`src/rtl/ss_iter_mul.sv`:
```
// Iterative shift-add unsigned multiplier launched by the SS start detector.
// Optional early exit on a zero multiplier: define SS_ITER_MUL_EARLY_EXIT_EN.
module ss_iter_mul #(
  parameter int unsigned DATA_W = 16
) (
  input  logic                  i_clk,
  input  logic                  i_rst_n,
  input  logic                  i_w_start,
  input  logic [DATA_W-1:0]     i_a,
  input  logic [DATA_W-1:0]     i_b,
  output logic                  o_busy,
  output logic                  o_done,
  output logic [2*DATA_W-1:0]   o_result
);

  localparam int unsigned PROD_W = 2 * DATA_W;
  localparam int unsigned CNT_W  = $clog2(DATA_W) + 1;

  typedef enum logic [1:0] {
    ST_IDLE = 2'd0,
    ST_RUN  = 2'd1,
    ST_DONE = 2'd2
  } state_t;

  state_t              state_q, state_d;
  logic [PROD_W-1:0]   acc_q, acc_d;
  logic [PROD_W-1:0]   mcand_q, mcand_d;
  logic [DATA_W-1:0]   mplier_q, mplier_d;
  logic [CNT_W-1:0]    cnt_q, cnt_d;
  logic                busy_q, busy_d;
  logic                done_q, done_d;
  logic [PROD_W-1:0]   result_q, result_d;
  logic                last_iter;

  // State and datapath registers
  always_ff @(posedge i_clk or negedge i_rst_n) begin
    if (!i_rst_n) begin
      state_q  <= ST_IDLE;
      acc_q    <= '0;
      mcand_q  <= '0;
      mplier_q <= '0;
      cnt_q    <= '0;
      busy_q   <= 1'b0;
      done_q   <= 1'b0;
      result_q <= '0;
    end else begin
      state_q  <= state_d;
      acc_q    <= acc_d;
      mcand_q  <= mcand_d;
      mplier_q <= mplier_d;
      cnt_q    <= cnt_d;
      busy_q   <= busy_d;
      done_q   <= done_d;
      result_q <= result_d;
    end
  end

  // Next-state, one shift-add iteration per RUN cycle
  always_comb begin
    state_d   = state_q;
    acc_d     = acc_q;
    mcand_d   = mcand_q;
    mplier_d  = mplier_q;
    cnt_d     = cnt_q;
    busy_d    = busy_q;
    done_d    = 1'b0;
    result_d  = result_q;
    last_iter = 1'b0;

    case (state_q)
      ST_IDLE: begin
        if (i_w_start) begin
          mcand_d  = PROD_W'(i_a);
          mplier_d = i_b;
          acc_d    = '0;
          cnt_d    = '0;
          busy_d   = 1'b1;
          state_d  = ST_RUN;
        end
      end
      ST_RUN: begin
        if (mplier_q[0]) begin
          acc_d = acc_q + mcand_q;
        end
        mcand_d   = mcand_q << 1;
        mplier_d  = mplier_q >> 1;
        cnt_d     = cnt_q + CNT_W'(1);
        last_iter = (cnt_q == CNT_W'(DATA_W - 1));
`ifdef SS_ITER_MUL_EARLY_EXIT_EN
        // No set bits left in the multiplier: the accumulator is already final.
        if (mplier_d == '0) begin
          last_iter = 1'b1;
        end
`endif
        if (last_iter) begin
          result_d = acc_d;
          done_d   = 1'b1;
          state_d  = ST_DONE;
        end
      end
      ST_DONE: begin
        busy_d  = 1'b0;
        state_d = ST_IDLE;
      end
      default: begin
        busy_d  = 1'b0;
        state_d = ST_IDLE;
      end
    endcase
  end

  assign o_busy   = busy_q;
  assign o_done   = done_q;
  assign o_result = result_q;

endmodule

```
`config.mk`:
```
export PLATFORM = sky130hd
export DESIGN_NAME = ss_iter_mul
export DESIGN_NICKNAME = d
export VERILOG_FILES = /design/src/rtl/ss_iter_mul.sv
export SDC_FILE = /design/constraint.sdc
export NUM_CORES = 1
export LEC_CHECK = 0
export CAP_MARGIN = 20
export CELL_PAD_IN_SITES_DETAIL_PLACEMENT = 0
export CELL_PAD_IN_SITES_GLOBAL_PLACEMENT = 1
export CORE_MARGIN = 1.5
export CORE_UTILIZATION = 48
export CTS_CLUSTER_DIAMETER = 30
export DETAILED_ROUTE_END_ITERATION = 12
export PLACE_DENSITY_LB_ADDON = 0.1
export SETUP_SLACK_MARGIN = 0.2
export SLEW_MARGIN = 20
export SYNTH_ARGS = -nofsm -noshare
export SYNTH_HDL_FRONTEND = slang
export SYNTH_SLANG_ARGS = --single-unit
```
`constraint.sdc`:
```
create_clock -name i_clk -period 5 [get_ports i_clk]
set_input_delay 1.5 -clock i_clk [delete_from_list [all_inputs] [get_ports i_clk]]
set_output_delay 1.5 -clock i_clk [all_outputs]
set_load 0.01 [all_outputs]
```
==> flow_summary.json, run 1 <==
{
  "gp_congestion": 0.872,
  "ir_worst_vdd_mv": 0.310,
  "grt_pass1_vias": 5322,
  "crit_path_frequent_cell": "o21ai_0",
  "drv_slew": 0,
  "synthFlopType": "dfrtp_1",
  "netlist_area_um2": 6570,
  "holdWs_ns": 0.478,
  "worst_ep_required_time_ns": 5.34,
  "pin_count": 69,
  "critPathSlowestCell": "or2_2",
  "area_growth_pct": 22.2,
  "top_usage_layer": "met2",
  "drv_cap": 0,
  "synth_edf_count": 0,
  "met2_usage": 0.378,
  "grt_max_degree": 57,
  "synth_fp_nets": 749,
  "insertedDiodeCount": 0,
  "synth.most_common_cell": "dfrtp_1",
  "clock_latency_ns": 0.42,
  "n_fill_cell": 1133,
  "worst_hold_path_type": "reg2reg",
  "drcViolationCount": 0,
  "drtAntennaViolNets": 0,
  "final_layout_size_suffix_gt1_frac": 0.0724,
  "cp-endpoint": "cnt_q[2]$_DFFE_PN0P_",
  "synth_area_leaders": "dfrtp_1 46%, ha_1 6.3%, nand2_1 5.1%",
  "crit_chain": "clkdlybuf4s50_1, nor2_1, or2_2, o21ai_0, o21ai_0",
  "grt_overflow": 0,
  "regToRegSetupSlack_ns": 1.97,
  "cts_tree": "yes",
  "synthArstFlopShare": 1.00,
  "p_per_area_nw_per_um2": 633,
  "core.rowCount": 42,
  "p_leak_nw": 3.58,
  "cp_max_fo": 52,
  "holdBufCountCts": 0,
  "viasPerCell": 5.80,
  "dpl_cell_area_um2": 7390,
  "synth_seq_area_share": 0.461,
  "fin_total_pwr_mw": 5.08,
  "die_x_um": 120,
  "setup_violations": 0,
  "yosys_register_bits": 121,
  "max_freq_mhz": 325,
  "fin_area_um2": 8030,
  "num_vias": 5345,
  "rsz0062_at_grt": "no",
  "fp.dieH_um": 120,
  "grtUsageMet1": 0.319,
  "rr_endpoint": "o_result[26]$_DFFE_PN0P_",
  "cts-root-buf": "clkbuf_16",
  "nets": 803,
  "cp.arrival_ns": 3.42,
  "avgSynthCellArea_um2": 9.66,
  "crit_type": "in2reg",
  "ff2ff_path_depth": 11,
  "hold_viol_final": 0,
  "die_area_um2": 14400,
  "clock_skew_ns": 0.0109,
  "cts.sinks": 121,
  "slew_headroom": 0.290,
  "grt_usage": 0.238,
  "worst_pin_slew_ns": 1.07,
  "drt_iter0_drc": 284,
  "start_util": 0.494,
  "clk_pin_slew_ns": 0.05,
  "crit_path_end_kind": "flip-flop",
  "antenna_found_initial": 0,
  "start_kind": "input port",
  "cts_made_buffers": 17,
  "postCtsSetupRepairBufs": 0,
  "routed_wl_um": 16000,
  "h-tree-depth": 4,
  "drt-pass1-iter-count": 4,
  "fin_crit_sh": 0.615,
  "tns_ns": 0,
  "grt_pass1_wl_um": 26900,
  "synth.top_cell.area_share": 0.461,
  "synth_commonest_cells": "121 x dfrtp_1, 89 x nand2_1, 63 x o21ai_0",
  "yosysUniqueCellTypes": 56,
  "critPathLaunch": "i_w_start",
  "syn_inst": 680,
  "reg2reg_from": "mcand_q[0]$_DFFE_PN0P_",
  "hpwl_um": 10600,
  "use_met3": 0.0447,
  "core_um2": 13300,
  "min_period_ns": 3.07,
  "cts_resized": 0,
  "yosys_warnings": 0,
  "outcome": "finished, final reports clean",
  "synth_top_cell_by_area": "dfrtp_1",
  "io_buffers": 68,
  "wire_per_inst_um": 17.3,
  "clockBufferDepth": 2,
  "max_stage_delay_ns": 0.85
}
[state kept, by name, indices dropped and copies added (netlist names)]
register,flops
o_result,32
mcand_q,32
acc_q,32
o_busy,1
cnt_q,5
state_q,2
mplier_q,16
o_done,1
[layout make-up]
cell class,count,area [µm²],area share
clock inverters,5,106,0.0133
repair buffers,77,753,0.0938
multi-input cells,505,3340,0.417
well taps,176,220,0.0274
flip-flops and latches,121,3030,0.377
clock buffers,26,529,0.0659
inverters,12,45.0,0.00561
[worst max-delay path: cells and delay by family]
family / cells / cell delay [ns]
AO/OA/AOI/OAI: 2 / 0.37
AND/OR/NAND/NOR: 2 / 1.01
buffers and inverters: 1 / 0.53
[power breakdown]
group	switching [mW]	internal, mW	total (mW)
registers	0.314	1.34	1.66
logic	1.16	0.954	2.12
clock network	0.433	0.875	1.31
total	1.91	3.17	5.08
[metrics by stage]
stage | instances | setup slack [ns] | utilization
final | 922 | 1.93 | 0.604
after global routing | 922 | 1.76 | 0.604
after CTS | 922 | 1.95 | 0.604
after detailed placement | 891 | 1.50 | 0.556
after global placement | 890 | 1.50 | 0.555
after floorplan | 680 | 2.42 | -
[worst min-delay path by stage]
stage | start | endpoint | slack, ns | depth (start not counted)
after floorplan | mplier_q[10]$_DFFE_PN0P_ | mplier_q[10]$_DFFE_PN0P_ | 0.45 | 2
after global placement | mplier_q[2]$_DFFE_PN0P_ | mplier_q[2]$_DFFE_PN0P_ | 0.46 | 2
after detailed placement | o_result[30]$_DFFE_PN0P_ | o_result[30]$_DFFE_PN0P_ | 0.47 | 1
after CTS | o_result[5]$_DFFE_PN0P_ | o_result[5]$_DFFE_PN0P_ | 0.48 | 2
after global routing | o_result[30]$_DFFE_PN0P_ | o_result[30]$_DFFE_PN0P_ | 0.50 | 1
final | o_result[5]$_DFFE_PN0P_ | o_result[5]$_DFFE_PN0P_ | 0.48 | 2
[layer usage]
metal	share of wire	up-vias
li1	-	2582
met4	0.019	0
met2	0.47	133
met1	0.46	2607
met5	0	-
met3	0.047	23
[cells in the final DEF, fill, tap and decap left out, types with 16 or more instances in the layout]
cell / instances
nor2_1: 24
clkbuf_16: 17
dfrtp_1: 120
o21ai_0: 63
nand2_1: 88
xnor2_1: 16
a22o_1: 34
ha_1: 33
clkdlybuf4s50_1: 67
a22oi_1: 29
mux2i_1: 21
a21oi_1: 47
o21ai_1: 24
[logic make-up after synthesis]
kind of cell,count (synthesis),synth area share
multiplexers,21,0.0320
AO/OA/AOI/OAI,243,0.241
AND/OR/NAND/NOR,178,0.130
buffers and inverters,54,0.0310
adder cells (fa/ha/maj),34,0.0659
XOR/XNOR,29,0.0387
flip-flops,121,0.461
No activity file was read; power rests on OpenSTA's default activity.
==> run 2: changes to the inputs <==
--- a/config.mk
+++ b/config.mk
@@ -9,7 +9,7 @@
 export CELL_PAD_IN_SITES_DETAIL_PLACEMENT = 0
 export CELL_PAD_IN_SITES_GLOBAL_PLACEMENT = 1
 export CORE_MARGIN = 1.5
-export CORE_UTILIZATION = 48
+export CORE_UTILIZATION = 44
 export CTS_CLUSTER_DIAMETER = 30
 export DETAILED_ROUTE_END_ITERATION = 12
 export PLACE_DENSITY_LB_ADDON = 0.1
==> constraint.sdc (replaced) <==
create_clock -name i_clk -period 3.2 [get_ports i_clk]
set_input_delay 0.96 -clock i_clk [delete_from_list [all_inputs] [get_ports i_clk]]
set_output_delay 0.96 -clock i_clk [all_outputs]
set_load 0.01 [all_outputs]
==> run 2 against run 1 <==
Net effect: cell count is 1.7% higher; via count is 0.41% higher; non-clock buffer count is 7 higher; design area is 1.5% higher; worst hold slack worse by 0.0023 ns; sequential share of layout area is 0.56 points lower; global-route usage is 1.7 points lower; worst setup slack worse by 1.5 ns; die area is 8.9% higher; power is 57% higher; clock power is 52% higher; count of clock-buffer cells in the layout is 6 lower; critical path type is now reg2reg; critical endpoint is now o_result[30]$_DFFE_PN0P_.
==> flow_summary.json, run 2 (synthesis gave the netlist of run 1 again) <==
{
  "worst_pin_slew_ns": 0.659,
  "placed_cells": 905,
  "cts-root-buf": "clkbuf_16",
  "nets": 810,
  "rsz0062_at_grt": "no",
  "hold_viol_final": 0,
  "hpwl_um": 11300,
  "p_per_area_nw_per_um2": 979,
  "fin_util": 0.561,
  "wire_per_inst_um": 17.4,
  "start_kind": "flip-flop",
  "clock_skew_ns": 0.00730,
  "grt_pass1_vias": 5423,
  "holdBufCountCts": 0,
  "ir_worst_vdd_mv": 0.399,
  "p_leak_nw": 3.62,
  "n_fill_cell": 1300,
  "viasPerCell": 5.72,
  "worst_hold_path_type": "reg2reg",
  "drv_cap": 0,
  "dpl_cell_area_um2": 7480,
  "grt_usage": 0.220,
  "final_layout_size_suffix_gt1_frac": 0.0942,
  "worst_ep_required_time_ns": 3.51,
  "final_cell_mix": "120 x dfrtp_1, 87 x nand2_1, 67 x clkdlybuf4s50_1",
  "insertedDiodeCount": 0,
  "max_freq_mhz": 356,
  "cts.sinks": 121,
  "fin_crit_sh": 0.879,
  "crit_type": "reg2reg",
  "drtAntennaViolNets": 0,
  "gp_congestion": 0.833,
  "num_vias": 5367,
  "clk_pin_slew_ns": 0.06,
  "clockBufferDepth": 2,
  "grt_max_degree": 46,
  "core_um2": 14500,
  "final_cells": 938,
  "core.rowCount": 44,
  "antenna_found_initial": 0,
  "drv_slew": 0,
  "die_x_um": 125,
  "cp.arrival_ns": 3.12,
  "setup_violations": 0,
  "area_growth_pct": 24.0,
  "layout_commonest_cell": "dfrtp_1",
  "fin_total_pwr_mw": 7.98,
  "drcViolationCount": 0,
  "clock_latency_ns": 0.42,
  "die_area_um2": 15700,
  "drt-pass1-iter-count": 4,
  "cp_max_fo": 3,
  "outcome": "finished, final reports clean",
  "routed_wl_um": 16400,
  "fin_area_um2": 8150,
  "start_util": 0.452,
  "drt_iter0_drc": 319,
  "io_buffers": 68,
  "tns_ns": 0,
  "cts_made_buffers": 17,
  "pin_count": 69,
  "cts_tree": "yes",
  "h-tree-depth": 4,
  "min_period_ns": 2.81,
  "crit_path_end_kind": "flip-flop",
  "fp.dieH_um": 125,
  "grt_overflow": 0,
  "slew_headroom": 0.561,
  "grt_pass1_wl_um": 27600
}
## run 2: power by group
part,switching [mW],internal [mW]
Clock,0.708,1.28
Combinational,1.87,1.55
Sequential,0.472,2.10
Total,3.05,4.93
## run 2: through the flow
| stage | setup slack, ns | hold slack, ns |
|---|---|---|
| floorplan | 0.622 | 0.450 |
| global placement | 0.321 | 0.461 |
| detailed placement | 0.300 | 0.471 |
| CTS | 0.289 | 0.483 |
| global route | 0.196 | 0.511 |
| finish | 0.387 | 0.475 |
## run 2: path summary, 6_finish.rpt
path                                          from                        to  slack, ns  cells after the start
max                           acc_q[0]$_DFFE_PN0P_  o_result[30]$_DFFE_PN0P_       0.39                     11
min                        mplier_q[3]$_DFFE_PN0P_   mplier_q[3]$_DFFE_PN0P_       0.48                      2
max reg2reg                   acc_q[0]$_DFFE_PN0P_  o_result[30]$_DFFE_PN0P_       0.39                     11
min reg2reg                mplier_q[3]$_DFFE_PN0P_   mplier_q[3]$_DFFE_PN0P_       0.48                      2
max in group asynchronous                  i_rst_n   mplier_q[0]$_DFFE_PN0P_       1.98                      2
min in group asynchronous                  i_rst_n   mcand_q[16]$_DFFE_PN0P_       0.55                      1
## run 2: routing by layer
layer / global-route usage / vias to the layer above / wire (µm)
met4: 0.0709 / 0 / 221
met5: 0 / - / 0
li1: - / 2606 / -
met3: 0.0424 / 18 / 455
met1: 0.291 / 2651 / 7750
met2: 0.366 / 92 / 7930
## run 2: worst max-delay path, stage by stage, from the launching register on
cell and delay (ns):
dfrtp_1 0.40, ha_1 0.24, fa_2 0.35, a21o_1 0.19, a311oi_1 0.26, o31a_1 0.27
nor3_2 0.11, o21bai_2 0.23, a41oi_2 0.15, xnor2_1 0.23, a21oi_1 0.10, a21o_1 0.18
## run 2: cell type report
type | count | area [µm²] | share of cell area
sequential | 121 | 3030 | 0.372
timing repair buffer | 84 | 836 | 0.103
clock inverter | 12 | 148 | 0.0181
inverter | 12 | 45.0 | 0.00553
tap | 184 | 230 | 0.0283
clock buffer | 20 | 467 | 0.0573
multi-input combinational | 505 | 3390 | 0.416
## run 2: repair_timing
action,CTS,global route
resized for setup,0,9
endpoints found under the setup margin,0,17
setup buffers,0,1
==> run 3: changes to the inputs <==
--- a/config.mk
+++ b/config.mk
@@ -14,7 +14,6 @@
 export DETAILED_ROUTE_END_ITERATION = 12
 export PLACE_DENSITY_LB_ADDON = 0.1
 export SETUP_SLACK_MARGIN = 0.2
-export SLEW_MARGIN = 20
 export SYNTH_ARGS = -nofsm -noshare
 export SYNTH_HDL_FRONTEND = slang
 export SYNTH_SLANG_ARGS = --single-unit
==> results of run 3 <==
Final layout, timing and power as in run 2 (identical DEF).
